[src/rtl/wb_led_write_fifo_pkg.sv]
`default_nettype none
// ============================================================================
//  Module      : wb_led_write_fifo_pkg
//  Description : Shared definitions for the Wishbone LED write buffer:
//                register offsets inside the window, STATUS/CTRL bit
//                positions, drain FSM state encoding and the STATUS packer.
//  Revision    : 1.0  initial release
// ============================================================================
package wb_led_write_fifo_pkg;

    // Register offsets relative to the window base (low address byte)
    localparam logic [7:0] c_OFF_DATA   = 8'h00;
    localparam logic [7:0] c_OFF_STATUS = 8'h04;
    localparam logic [7:0] c_OFF_CTRL   = 8'h08;

    // STATUS word layout
    localparam int unsigned c_STAT_EMPTY_BIT = 0;
    localparam int unsigned c_STAT_FULL_BIT  = 1;
    localparam int unsigned c_STAT_OVF_BIT   = 2;
    localparam int unsigned c_STAT_LEVEL_LSB = 8;

    // CTRL write bits
    localparam int unsigned c_CTRL_FLUSH_BIT   = 0;
    localparam int unsigned c_CTRL_CLR_OVF_BIT = 1;

    // Drain FSM states
    localparam logic [1:0] c_ST_IDLE  = 2'd0;
    localparam logic [1:0] c_ST_PULSE = 2'd1;
    localparam logic [1:0] c_ST_WAIT  = 2'd2;

    function automatic logic [31:0] status_word(input logic [7:0] level,
                                                input logic       ovf,
                                                input logic       full,
                                                input logic       empty);
        logic [31:0] w;
        w                          = '0;
        w[c_STAT_LEVEL_LSB +: 8]   = level;
        w[c_STAT_OVF_BIT]          = ovf;
        w[c_STAT_FULL_BIT]         = full;
        w[c_STAT_EMPTY_BIT]        = empty;
        return w;
    endfunction

endpackage
`default_nettype wire

[src/rtl/wb_led_write_fifo_sync_fifo.sv]
`default_nettype none
// ============================================================================
//  Module      : wb_led_write_fifo_sync_fifo
//  Description : Registered synchronous FIFO (DEPTH x WIDTH). Flush has
//                priority over push and pop; pushes while full and pops
//                while empty are ignored. Head entry is visible on o_dout.
//  Ports       : clk, rst        clock, synchronous active-high reset
//                i_push/i_din    enqueue request and data
//                i_pop           dequeue request
//                i_flush         drop all entries
//                o_dout          head entry
//                o_full/o_empty  occupancy flags, o_level 0..DEPTH
//  Revision    : 1.0  initial release
// ============================================================================
module wb_led_write_fifo_sync_fifo #(
    parameter int unsigned DEPTH = 8,
    parameter int unsigned AW    = 3,
    parameter int unsigned WIDTH = 32
) (
    input  logic             clk,
    input  logic             rst,
    input  logic             i_push,
    input  logic [WIDTH-1:0] i_din,
    input  logic             i_pop,
    input  logic             i_flush,
    output logic [WIDTH-1:0] o_dout,
    output logic             o_full,
    output logic             o_empty,
    output logic [AW:0]      o_level
);

    localparam logic [AW:0] c_FULL_LEVEL = (AW + 1)'(DEPTH);

    logic [WIDTH-1:0] r_mem [DEPTH];
    logic [AW-1:0]    r_wr_ptr;
    logic [AW-1:0]    r_rd_ptr;
    logic [AW:0]      r_level;
    logic             w_do_push;
    logic             w_do_pop;

    assign o_full    = (r_level == c_FULL_LEVEL);
    assign o_empty   = (r_level == '0);
    assign o_level   = r_level;
    assign o_dout    = r_mem[r_rd_ptr];

    // Fullness/emptiness are the pre-cycle values, so a push into a full
    // FIFO is dropped even if a pop happens in the same cycle.
    assign w_do_push = i_push && !o_full  && !i_flush;
    assign w_do_pop  = i_pop  && !o_empty && !i_flush;

    always_ff @(posedge clk) begin
        if (w_do_push) begin
            r_mem[r_wr_ptr] <= i_din;
        end
    end

    // Pointers are AW bits wide and DEPTH is a power of two, so they wrap.
    always_ff @(posedge clk) begin
        if (rst || i_flush) begin
            r_wr_ptr <= '0;
            r_rd_ptr <= '0;
            r_level  <= '0;
        end else begin
            if (w_do_push) r_wr_ptr <= r_wr_ptr + 1'b1;
            if (w_do_pop)  r_rd_ptr <= r_rd_ptr + 1'b1;
            case ({w_do_push, w_do_pop})
                2'b10:   r_level <= r_level + 1'b1;
                2'b01:   r_level <= r_level - 1'b1;
                default: r_level <= r_level;
            endcase
        end
    end

endmodule
`default_nettype wire

[src/rtl/wb_led_write_fifo.sv]
`default_nettype none
// ============================================================================
//  Module      : wb_led_write_fifo
//  Description : Wishbone write buffer in front of the ws2812 driver. Bus
//                writes to DATA queue {led_num, rgb}; a paced drain FSM
//                pops one entry per write_o pulse while drain_ready_i is set.
//  Ports       : wb_clk_i/wb_rst_i   clock, synchronous active-high reset
//                wbs_*               Wishbone slave (one-cycle ack pulse)
//                drain_ready_i       consumer may accept an entry
//                led_num_o/rgb_data_o/write_o  registered driver interface
//                level_o             FIFO occupancy
//  Revision    : 1.0  initial release
// ============================================================================
module wb_led_write_fifo
    import wb_led_write_fifo_pkg::*;
#(
    parameter logic [31:0] BASE_ADDR = 32'h3000_0100,
    parameter int unsigned DEPTH     = 8,
    parameter int unsigned AW        = 3,
    parameter int unsigned GAP       = 2
) (
    input  logic          wb_clk_i,
    input  logic          wb_rst_i,
    input  logic          wbs_stb_i,
    input  logic          wbs_cyc_i,
    input  logic          wbs_we_i,
    input  logic [3:0]    wbs_sel_i,
    input  logic [31:0]   wbs_dat_i,
    input  logic [31:0]   wbs_adr_i,
    output logic          wbs_ack_o,
    output logic [31:0]   wbs_dat_o,
    input  logic          drain_ready_i,
    output logic [7:0]    led_num_o,
    output logic [23:0]   rgb_data_o,
    output logic          write_o,
    output logic [AW:0]   level_o
);

    // WAIT lasts GAP-1 cycles; together with the IDLE decision cycle this
    // leaves GAP idle cycles between pulses. GAP<=1 skips WAIT entirely.
    localparam int unsigned c_GCW      = (GAP > 2) ? $clog2(GAP) : 1;
    localparam logic [c_GCW-1:0] c_GAP_LOAD = c_GCW'((GAP >= 2) ? (GAP - 2) : 0);

    logic              r_ack;
    logic [31:0]       r_dat;
    logic              r_ovf;
    logic [1:0]        r_state;
    logic              r_write;
    logic [7:0]        r_led_num;
    logic [23:0]       r_rgb;
    logic [c_GCW-1:0]  r_gap_cnt;

    logic              w_accept;
    logic [7:0]        w_off;
    logic              w_push;
    logic              w_flush;
    logic              w_clr_ovf;
    logic              w_pop;
    logic [31:0]       w_rdata;
    logic [31:0]       w_head;
    logic              w_full;
    logic              w_empty;
    logic [AW:0]       w_level;

    // A request is taken only when ack is low, so a request held through
    // its ack cycle is accepted again as a new access on the next cycle.
    assign w_accept  = wbs_cyc_i && wbs_stb_i && !r_ack
                       && (wbs_adr_i[31:8] == BASE_ADDR[31:8]);
    assign w_off     = wbs_adr_i[7:0];
    assign w_push    = w_accept && wbs_we_i && (w_off == c_OFF_DATA) && (wbs_sel_i == 4'hF);
    assign w_flush   = w_accept && wbs_we_i && (w_off == c_OFF_CTRL)
                       && wbs_dat_i[c_CTRL_FLUSH_BIT];
    assign w_clr_ovf = w_accept && wbs_we_i && (w_off == c_OFF_CTRL)
                       && wbs_dat_i[c_CTRL_CLR_OVF_BIT];
    assign w_pop     = (r_state == c_ST_IDLE) && !w_empty && drain_ready_i && !w_flush;

    always_comb begin
        w_rdata = '0;
        if (w_accept && !wbs_we_i && (w_off == c_OFF_STATUS)) begin
            w_rdata = status_word(8'(w_level), r_ovf, w_full, w_empty);
        end
    end

    wb_led_write_fifo_sync_fifo #(
        .DEPTH (DEPTH),
        .AW    (AW),
        .WIDTH (32)
    ) u_fifo (
        .clk     (wb_clk_i),
        .rst     (wb_rst_i),
        .i_push  (w_push),
        .i_din   (wbs_dat_i),
        .i_pop   (w_pop),
        .i_flush (w_flush),
        .o_dout  (w_head),
        .o_full  (w_full),
        .o_empty (w_empty),
        .o_level (w_level)
    );

    // Bus side: ack/read data registered, overflow flag sticky.
    always_ff @(posedge wb_clk_i) begin
        if (wb_rst_i) begin
            r_ack <= 1'b0;
            r_dat <= '0;
            r_ovf <= 1'b0;
        end else begin
            r_ack <= w_accept;
            r_dat <= w_rdata;
            if (w_clr_ovf) begin
                r_ovf <= 1'b0;
            end else if (w_push && w_full) begin
                r_ovf <= 1'b1;
            end
        end
    end

    // Drain FSM with registered driver outputs.
    always_ff @(posedge wb_clk_i) begin
        if (wb_rst_i) begin
            r_state   <= c_ST_IDLE;
            r_write   <= 1'b0;
            r_led_num <= '0;
            r_rgb     <= '0;
            r_gap_cnt <= '0;
        end else if (w_flush) begin
            r_state   <= c_ST_IDLE;
            r_write   <= 1'b0;
            r_gap_cnt <= '0;
        end else begin
            r_write <= 1'b0;
            case (r_state)
                c_ST_IDLE: begin
                    if (w_pop) begin
                        r_led_num <= w_head[31:24];
                        r_rgb     <= w_head[23:0];
                        r_write   <= 1'b1;
                        r_state   <= c_ST_PULSE;
                    end
                end
                c_ST_PULSE: begin
                    if (GAP <= 1) begin
                        r_state <= c_ST_IDLE;
                    end else begin
                        r_gap_cnt <= c_GAP_LOAD;
                        r_state   <= c_ST_WAIT;
                    end
                end
                c_ST_WAIT: begin
                    if (r_gap_cnt == '0) begin
                        r_state <= c_ST_IDLE;
                    end else begin
                        r_gap_cnt <= r_gap_cnt - 1'b1;
                    end
                end
                default: r_state <= c_ST_IDLE;
            endcase
        end
    end

    assign wbs_ack_o  = r_ack;
    assign wbs_dat_o  = r_dat;
    assign write_o    = r_write;
    assign led_num_o  = r_led_num;
    assign rgb_data_o = r_rgb;
    assign level_o    = w_level;

endmodule
`default_nettype wire
[config.mk]
export PLATFORM = sky130hd
export DESIGN_NAME = wb_led_write_fifo
export DESIGN_NICKNAME = d
export VERILOG_FILES = /design/src/rtl/wb_led_write_fifo_pkg.sv /design/src/rtl/wb_led_write_fifo_sync_fifo.sv /design/src/rtl/wb_led_write_fifo.sv
export SDC_FILE = /design/constraint.sdc
export NUM_CORES = 1
export LEC_CHECK = 0
export CORE_ASPECT_RATIO = 2
export CORE_MARGIN = 2
export CORE_UTILIZATION = 60
export DETAILED_ROUTE_END_ITERATION = 6
export HOLD_SLACK_MARGIN = 0.15
export PLACE_DENSITY = 0.94
export SLEW_MARGIN = 20
export SYNTH_ARGS = -nofsm -noshare
export SYNTH_HDL_FRONTEND = slang
export SYNTH_SLANG_ARGS = --single-unit
[constraint.sdc]
create_clock -name wb_clk_i -period 8.1 [get_ports wb_clk_i]
set_input_delay 1.62 -clock wb_clk_i [delete_from_list [all_inputs] [get_ports wb_clk_i]]
set_output_delay 1.62 -clock wb_clk_i [all_outputs]
set_load 0.005 [all_outputs]
**Word-level counts from Yosys, hierarchy flattened**

Memory sizes are Yosys's and may differ from the RTL's. A register that Yosys moved wholly into a read port is not among the register bits.
Cells that the tools add are included.

- Flip-flop bits (word level): 48
- Bits in writable memories: 256
- Input port bits: 74
- Word-level logic and storage cells: 75
- Memories kept: 1

Memory list:

| name | words | width | rd ports | clocked after memory_dff | write ports | RTL line | source |
|---|---|---|---|---|---|---|---|
| u_fifo.r_mem | 8 | 32 | 1 | 1 | 1 | wb_led_write_fifo_sync_fifo.sv:34 | `logic [WIDTH-1:0] r_mem [DEPTH];` |

- $add $sub $neg: 5
- Eq/ne operators: 11
- Multiplexer cells: 9
- Bitwise gates (word level): 3
- Reductions and logical operators: 36

Operator list:

| kind | number |
|---|---|
| $eq A24 B22 Y1 const B | 1 |
| $logic_and A1 B1 Y1 | 19 |
| $eq A4 B4 Y1 const B | 2 |
| $eq A8 B3 Y1 const B | 1 |
| $eq A8 B4 Y1 const B | 1 |
| $logic_not A8 Y1 | 1 |
| $pmux W4 S2 | 1 |
| $add A3 B1 Y3 const B | 2 |
| $pmux W2 S3 | 1 |
| $reduce_or A2 Y1 | 3 |
| $logic_not A1 Y1 | 5 |
| $add A4 B1 Y4 const B | 1 |
| $eq A2 B1 Y1 const B | 2 |
| $eq A2 B2 Y1 const B | 2 |
| $logic_not A4 Y1 | 1 |
| $mux W1 | 4 |
| $mux W2 | 2 |
| $reduce_bool A2 Y1 | 2 |
| $sub A4 B1 Y4 const B | 1 |
| $not A1 Y1 | 3 |
| $reduce_and A3 Y1 | 1 |
| $reduce_or A3 Y1 | 1 |
| $logic_not A2 Y1 | 1 |
| $ne A2 B1 Y1 const B | 1 |
| other kinds (5) | 5 |

**Longest topological paths before layout**

Gate-level depths: netlist of the first run.

- Depth in word-level cells: 12
- Gate-level depth with buffers: 14
- Depth with buffers taken out: 11

**Cells and area by module**

From an unflattened synthesis of the first run, not the netlist that was laid out.

- Cells, all modules: 665
- Area total of the unflattened synthesis: 12607.1 µm²

By module, submodules not included:

| module | times used | cells an instance | area each (µm²) | seq. area each (µm²) |
|---|---|---|---|---|
| wb_led_write_fifo_sync_fifo | 1 | 450 | 10466.3 | 7947.6 |
| wb_led_write_fifo | 1 | 215 | 2140.8 | 880.8 |

**Worst setup path after synthesis of the first run**

No wires, ideal clock.

- Kind: input to register
- Start: input port wbs_adr_i[22]
- End: memory u_fifo.r_mem[4][0], enable pin
- Library setup time: 0.461 ns
- Data arrival time: 5.166 ns
- Required time: 7.639 ns
- Slack: 2.473 ns
- Stages on the path: 5
- Buffers on the path: 0
- Path through: nor4_1 -> nand4_1 -> nor4_1 -> nand2_1 -> nor3_1

- Longest elaborated chain between the ends: 9

RTL lines:

| element | RTL line | source |
|---|---|---|
| from (decl) | wb_led_write_fifo.sv:29 | `input logic [31:0] wbs_adr_i,` |
| $eq A24 B22 Y1 (*) | wb_led_write_fifo.sv:68 | `&& (wbs_adr_i[31:8] == BASE_ADDR[31:8]);` |
| $logic_and A1 B1 Y1 (*) | wb_led_write_fifo.sv:68 |  |
| $logic_and A1 B1 Y1 (*) | wb_led_write_fifo.sv:70, wb_led_write_fifo.sv:71 |  |
| $logic_and A1 B1 Y1, on equally long branches | wb_led_write_fifo.sv:70, wb_led_write_fifo.sv:71 |  |
| $logic_and A1 B1 Y1, on equally long branches | wb_led_write_fifo.sv:70, wb_led_write_fifo.sv:72 |  |
| $logic_and A1 B1 Y1 / $logic_not A1 Y1 (equally long branches) | wb_led_write_fifo_sync_fifo.sv:48 | `assign w_do_push = i_push && !o_full && !i_flush;` |
| $logic_and A1 B1 Y1 (*) | wb_led_write_fifo_sync_fifo.sv:48 |  |
| $mux W1 (*) | wb_led_write_fifo_sync_fifo.sv:52 | `if (w_do_push) begin` |
| $mux W1 (not written as such) (*) | wb_led_write_fifo_sync_fifo.sv:53 | `r_mem[r_wr_ptr] <= i_din;` |
| to (decl) | wb_led_write_fifo_sync_fifo.sv:34 |  |

Every way passes the cells marked *; elsewhere a longest branch is shown, timed or not.

**Worst setup path in the final report of the first run**

- Start: input port wbs_adr_i[13]
- End: register u_fifo.r_level[3] (netlist: u_fifo.o_level[3])

- Longest elaborated chain between the ends: 11

RTL lines:

| element | RTL line | source |
|---|---|---|
| $eq A24 B22 Y1 (*) | wb_led_write_fifo.sv:68 |  |
| $logic_and A1 B1 Y1 (*) | wb_led_write_fifo.sv:68 |  |
| $logic_and A1 B1 Y1 (*) | wb_led_write_fifo.sv:70, wb_led_write_fifo.sv:71 |  |
| $logic_and A1 B1 Y1 | wb_led_write_fifo.sv:71 | `assign w_flush = w_accept && wbs_we_i && (w_off == c_OFF_CTRL)` |
| $logic_and A1 B1 Y1 | wb_led_write_fifo.sv:72 | `&& wbs_dat_i[c_CTRL_FLUSH_BIT];` |
| $logic_not A1 Y1 | wb_led_write_fifo_sync_fifo.sv:48, wb_led_write_fifo_sync_fifo.sv:49, wb_led_write_fifo.sv:75 |  |
| $logic_and A1 B1 Y1 | wb_led_write_fifo.sv:75 | `assign w_pop = (r_state == c_ST_IDLE) && !w_empty && drain_ready_i && !w_flush;` |
| $logic_and A1 B1 Y1 (2 in series) | wb_led_write_fifo_sync_fifo.sv:49 | `assign w_do_pop = i_pop && !o_empty && !i_flush;` |
| $eq A2 B1 Y1 / $eq A2 B2 Y1 (equally long branches) | wb_led_write_fifo_sync_fifo.sv:66 | `case ({w_do_push, w_do_pop})` |
| $pmux W4 S2 / $reduce_bool A2 Y1 (equally long branches) | n/a |  |
| to (signal assigned) | wb_led_write_fifo_sync_fifo.sv:67 | `2'b10: r_level <= r_level + 1'b1;` |
| to (signal assigned) | wb_led_write_fifo_sync_fifo.sv:68 | `2'b01: r_level <= r_level - 1'b1;` |
| to (signal assigned) | wb_led_write_fifo_sync_fifo.sv:69 | `default: r_level <= r_level;` |
| to (decl) | wb_led_write_fifo_sync_fifo.sv:37 | `logic [AW:0] r_level;` |

Marked as above.
A chain may end at the register's enable or synchronous reset.

==> results.ini, run 1 <==
[status]
outcome=completed

[synthesis]
syn_inst=630
synth_top_area_share_pct=63.7
synth_top_cell_by_area=edfxtp_1
synthDistinctLibCells=40
ys_seq_elements=310
ys_warn_count=0
synthArstFlopShare_pct=0
synth_area_leaders=edfxtp_1 (64%), mux4_2 (12%), dfxtp_1 (9.0%)
synth_ff_type=edfxtp_1
syn_area_mm2=0.0121
ys_seq_area_share_pct=72.7
avgSynthCellArea_um2=19.1
synth-edff-count=256

[clock_tree]
cts_resized=0
cts_sinks=310
h-tree-depth=1
numCtsBuffers=24
post-cts-setup-buffer-count=0
clkLatencyLatePin_ns=0.53
clockRootBuffer=clkbuf_16
clk_pin_slew_worst_paths_ns=0.07
cts_tree=done
clockBufferDepth=3
cts_hold_buf=0

[critical_path]
startpoint_type=input pin
crit-reg2reg-launch=wbs_ack_o
worstPathRequired_ns=8.55
crit_type=input pin to flip-flop
cp.arrival_ns=5.45
crit_path_start=wbs_adr_i[13]
worst-path-max-fanout=35
endpoint_kind=flip-flop

[routing]
drtIter0Drc=508
ant_nets=0
num_vias=6460
drtPass1Iterations=5
routed_wl_um=27100
wl_per_cell_um=26.2
drcViolationCount=0
vias_per_cell=6.23

[min_path]
hold_path_class=flip-flop to flip-flop
hold_start=r_state[1]

[global_route]
antenna_found_initial=0
grt_first_pass_wirelength_um=39700
grt_pass1_vias=6841
gr-total-overflow=0
grtUsageTotal_pct=24.8
grt_max_degree=47

[power_and_ir_drop]
ir_worst_vdd_uv=189
leakage_nw=4.43
power_density_mw_per_mm2=206

[sta]
drv_slew=0
rsz0062_at_grt=false
min_period_over_period_pct=61.8
hold_violations=0
setup_viol=0
fin_crit_ns=5.01
hold_slack_ns=0.418
fmax_ghz=0.200
fin_setup_tns_ns=0
tightest_slew_ns=1.09
relSlewSlack_pct=26.4
skew_ns=0.0134

[die]
initial_core_util_pct=60.9
fp.coreArea_mm2=0.0198
die_area_mm2=0.0213
std_cell_rows=73
die_h_um=205
die_w_um=104
ioPinCount=144

[final_layout]
area_growth_pct=19.5
diodes=0
layout-drive-gt1-share_pct=21.0
final_cell_mix=edfxtp_1 (256), clkdlybuf4s50_1 (117), mux4_2 (64)
final_common_cell=edfxtp_1
final_nets=837

[place]
portBuffers=118
gp_congestion=0.786
hpwl_um=16100

[job]
drv_cap=0

stage by stage:
stage	utilization (%)	std cells	power, mW	area, um^2	worst slack (ns)
6_report	72.7	1037	2.96	14400	3.09
5_1_grt	72.7	1037	3.03	14400	2.91
4_1_cts	72.3	1033	2.97	14300	3.10
3_5_place_dp	68.4	989	1.82	13600	2.55
3_3_place_gp	67.8	985	1.81	13400	2.83
2_1_floorplan	-	654	1.77	12200	2.47
flip-flops by register name (all words and copies together) (netlist names), 2 cells and up:
signal           cells
led_num_o            8
r_state              2
rgb_data_o          24
u_fifo.o_level       4
u_fifo.r_mem       256
u_fifo.r_rd_ptr      3
u_fifo.r_wr_ptr      3
wbs_dat_o            7
final timing paths:
check / to / slack [ns] / depth (start not counted)
max: u_fifo.o_level[3] / 3.09 / 13
min: r_state[1] / 0.42 / 1
max reg2reg: u_fifo.o_level[3] / 4.36 / 12
min reg2reg: r_state[1] / 0.42 / 1
per-layer routing:
metal  GRT usage (%)  up-vias  wire length (um)
met5               0        -                 0
met4            10.7        0               930
met3            3.28       71              1590
met1            29.4     3321              9840
li1                -     2736                 -
met2            45.3      332             14800
report_power, final:
| group | total, mW | switching, mW | internal, mW |
|---|---|---|---|
| Sequential | 1.72 | 0.0000000000589 | 1.72 |
| Combinational | 0.0636 | 0.0307 | 0.0329 |
| Clock | 1.18 | 0.538 | 0.642 |
| Total | 2.96 | 0.569 | 2.39 |
Yosys cell counts (4+ instances only):
cell type and count:
edfxtp_1 256, mux4_2 64, dfxtp_1 54, a21oi_1 39, mux2i_1 33, a211oi_2 29, buf_4 25, clkbuf_1 23
nor2_1 20, buf_2 6, inv_1 6, nand2_1 6, nor2b_1 6, nor4_1 6, and2_1 5, ha_1 5
nor3_1 5, a211oi_1 4, buf_6 4
cells by family (layout without fill, tap and decap cells):
group,Yosys count,count (layout),share of synthesized area [%]
flops,310,310,72.7
mux,97,97,14.7
compound gates,75,75,5.06
simple gates,69,69,3.28
buf+inv,66,187,3.14
fa+ha+maj,6,6,0.685
xor+xnor,6,6,0.436
other cells,1,25,0.0311
area by class of cell:
type	instances	area, um^2
sequential	310	8770
timing repair buffer	137	1460
tap	262	328
inverter	6	22.5
clock buffer	32	662
fill	1093	5400
multi-input combinational	278	3060
clock inverter	12	113
critical path, stage by stage:
cell	delay, ns
clkdlybuf4s50_1	0.41
nor4_1	0.30
nand4_1	0.22
or4_1	0.55
buf_4	0.27
and2_4	0.41
ha_1	0.34
ha_1	0.29
a21o_1	0.18
a21oi_1	0.17
xnor2_1	0.11
or3_1	0.35
a21oi_1	0.18
(Power assumes the default switching activity.)
==> run 2: changes to the inputs <==
CORE_UTILIZATION = 56   (was 60)
PLACE_DENSITY = 0.89   (was 0.94)
clock period = 5 ns   (was 8.1 ns; I/O delays follow)
==> run 2 against run 1 <==
Power up 60%. Global-route usage is 2.4 points lower. Clock skew is 0.0086 ns higher. Cell area fell by 0.68%. Sequential power increased by 62%. Worst setup slack got worse by 2.2 ns. First-iteration DRC count rose by 2.6%. Critical path type unchanged. Critical endpoint unchanged. Largest cell class unchanged. Highest routed layer is now met5.
==> results.ini, run 2 (synthesis results as in run 1) <==
[status]
outcome=completed

[sta]
hold_slack_ns=0.426
relSlewSlack_pct=35.7
skew_ns=0.0220
drv_slew=0
tightest_slew_ns=0.964
fin_setup_tns_ns=0
fin_crit_ns=4.07
hold_violations=0
min_period_over_period_pct=81.3
fmax_ghz=0.246
setup_viol=0
finalWorstSetupSlack_ns=0.934
rsz0062_at_grt=false

[place]
hpwl_um=14600
dpl_cell_area_mm2=0.0136
pre_cts_ws_ns=0.424
gp_congestion=0.730
portBuffers=118

[min_path]
hold_path_class=flip-flop to flip-flop
whs_path_depth=1
hold_start=r_state[1]
hold_path_end=r_state[1]

[global_route]
grt_pass1_vias=6550
grtUsageTotal_pct=22.4
grt_first_pass_wirelength_um=37900
antenna_found_initial=1
grt_max_degree=48
gr-total-overflow=0

[power_and_ir_drop]
power_density_mw_per_mm2=331
pwr-share-comb_pct=2.2
clkPwrFrac_pct=39.0
leakage_nw=4.38
power.share.switching_pct=18.7
power_switching_mw=0.889
ir_worst_vdd_uv=368
seq_power_share_pct=58.8
intPower_mw=3.85

[die]
die_area_mm2=0.0228
die_h_um=212
die_w_um=108
fp.coreArea_mm2=0.0213
ioPinCount=144
std_cell_rows=76
initial_core_util_pct=56.6

[clock_tree]
clockBufferDepth=3
clockRootBuffer=clkbuf_16
numCtsBuffers=25
post-cts-setup-buffer-count=0
clkLatencyLatePin_ns=0.53
cts_hold_buf=0
clk_pin_slew_worst_paths_ns=0.07
cts_tree=done
cts_sinks=310
h-tree-depth=1
cts_resized=0

[routing]
ant_nets=0
drcViolationCount=0
wl_per_cell_um=24.1
num_vias=6326
drtIter0Drc=521
vias_per_cell=6.04
drtPass1Iterations=5
routed_wl_um=25300

[critical_path]
crit_type=input pin to flip-flop
r2r_end=u_fifo.o_level[3]
rrSetupSlack_ns=1.63
crit-reg2reg-launch=wbs_ack_o
worstPathRequired_ns=5.44
crit_chain=clkdlybuf4s50_1 > nor4_1 > nand4_1 > or4_1 > and2_4 > ha_1 > ha_1 > a21o_1 > a21oi_1 > xnor2_1 > or3_1 > a21oi_1
r2r_cells=11
startpoint_type=input pin
worst-path-max-fanout=35
endpoint_kind=flip-flop
cp.arrival_ns=4.51
crit_path_start=wbs_adr_i[13]
crit_slowest_cell=or4_1
cpPeakStageDelay_ns=0.61

[final_layout]
stdcell_area_mm2=0.0143
area_growth_pct=18.7
layout-drive-gt1-share_pct=20.8
final_cell_mix=edfxtp_1 (256), clkdlybuf4s50_1 (117), mux4_2 (64)
fillers=1358
largest_reg_flops=256
finish.utilization_pct=67.2
top_register=u_fifo.r_mem
diodes=0
final_nets=836
final_common_cell=edfxtp_1

[job]
drv_cap=0

[run 2: through the flow]
stage / total power, mW / instances
after global routing: 4.86 / 1048
after global placement: 2.94 / 1002
after floorplan: 2.88 / 654
final: 4.74 / 1048
after CTS: 4.77 / 1048
after detailed placement: 2.95 / 1002
[run 2: worst max path at each step]
stage | endpoint | slack [ns] | cells past startpoint
2_1_floorplan | u_fifo.r_mem[7][0] | 0.84 | 5
3_3_place_gp | u_fifo.o_level[3] | 0.59 | 12
4_1_cts | u_fifo.o_level[3] | 0.95 | 12
6_report | u_fifo.o_level[3] | 0.93 | 12
3_5_place_dp | u_fifo.o_level[3] | 0.42 | 12
5_1_grt | u_fifo.o_level[3] | 0.79 | 12
[run 2: power by group through the flow]
stage                     combinational [mW]  sequential [mW]  clock, mW
after global placement                0.0967             2.84          0
after floorplan                       0.0293             2.85          0
after global routing                   0.112             2.79       1.96
after CTS                              0.103             2.79       1.88
after detailed placement               0.102             2.84          0
final                                  0.103             2.79       1.85
[run 2: metal layers]
metal	vias to the layer above	part of all wire [%]	global-route usage [%]
met1	3272	38	29.0
met5	-	0.051	0
met2	274	53	39.8
met4	2	2.0	5.75
li1	2734	-	-
met3	44	6.7	3.26
[run 2: layout make-up]
cell class,instances,area [um^2],area share [%]
inverters,6,22.5,0.157
clock buffers,36,691,4.82
flip-flops and latches,310,8780,61.3
clock inverters,10,72.6,0.507
multi-input cells,278,3070,21.5
repair buffers,135,1340,9.37
well taps,273,342,2.39
[run 2: critical path, delay by kind of cell]
kind	cells	cell delay [ns]
buf+inv	1	0.43
xor+xnor	1	0.09
simple gates	5	1.87
fa+ha+maj	2	0.61
compound gates	3	0.49
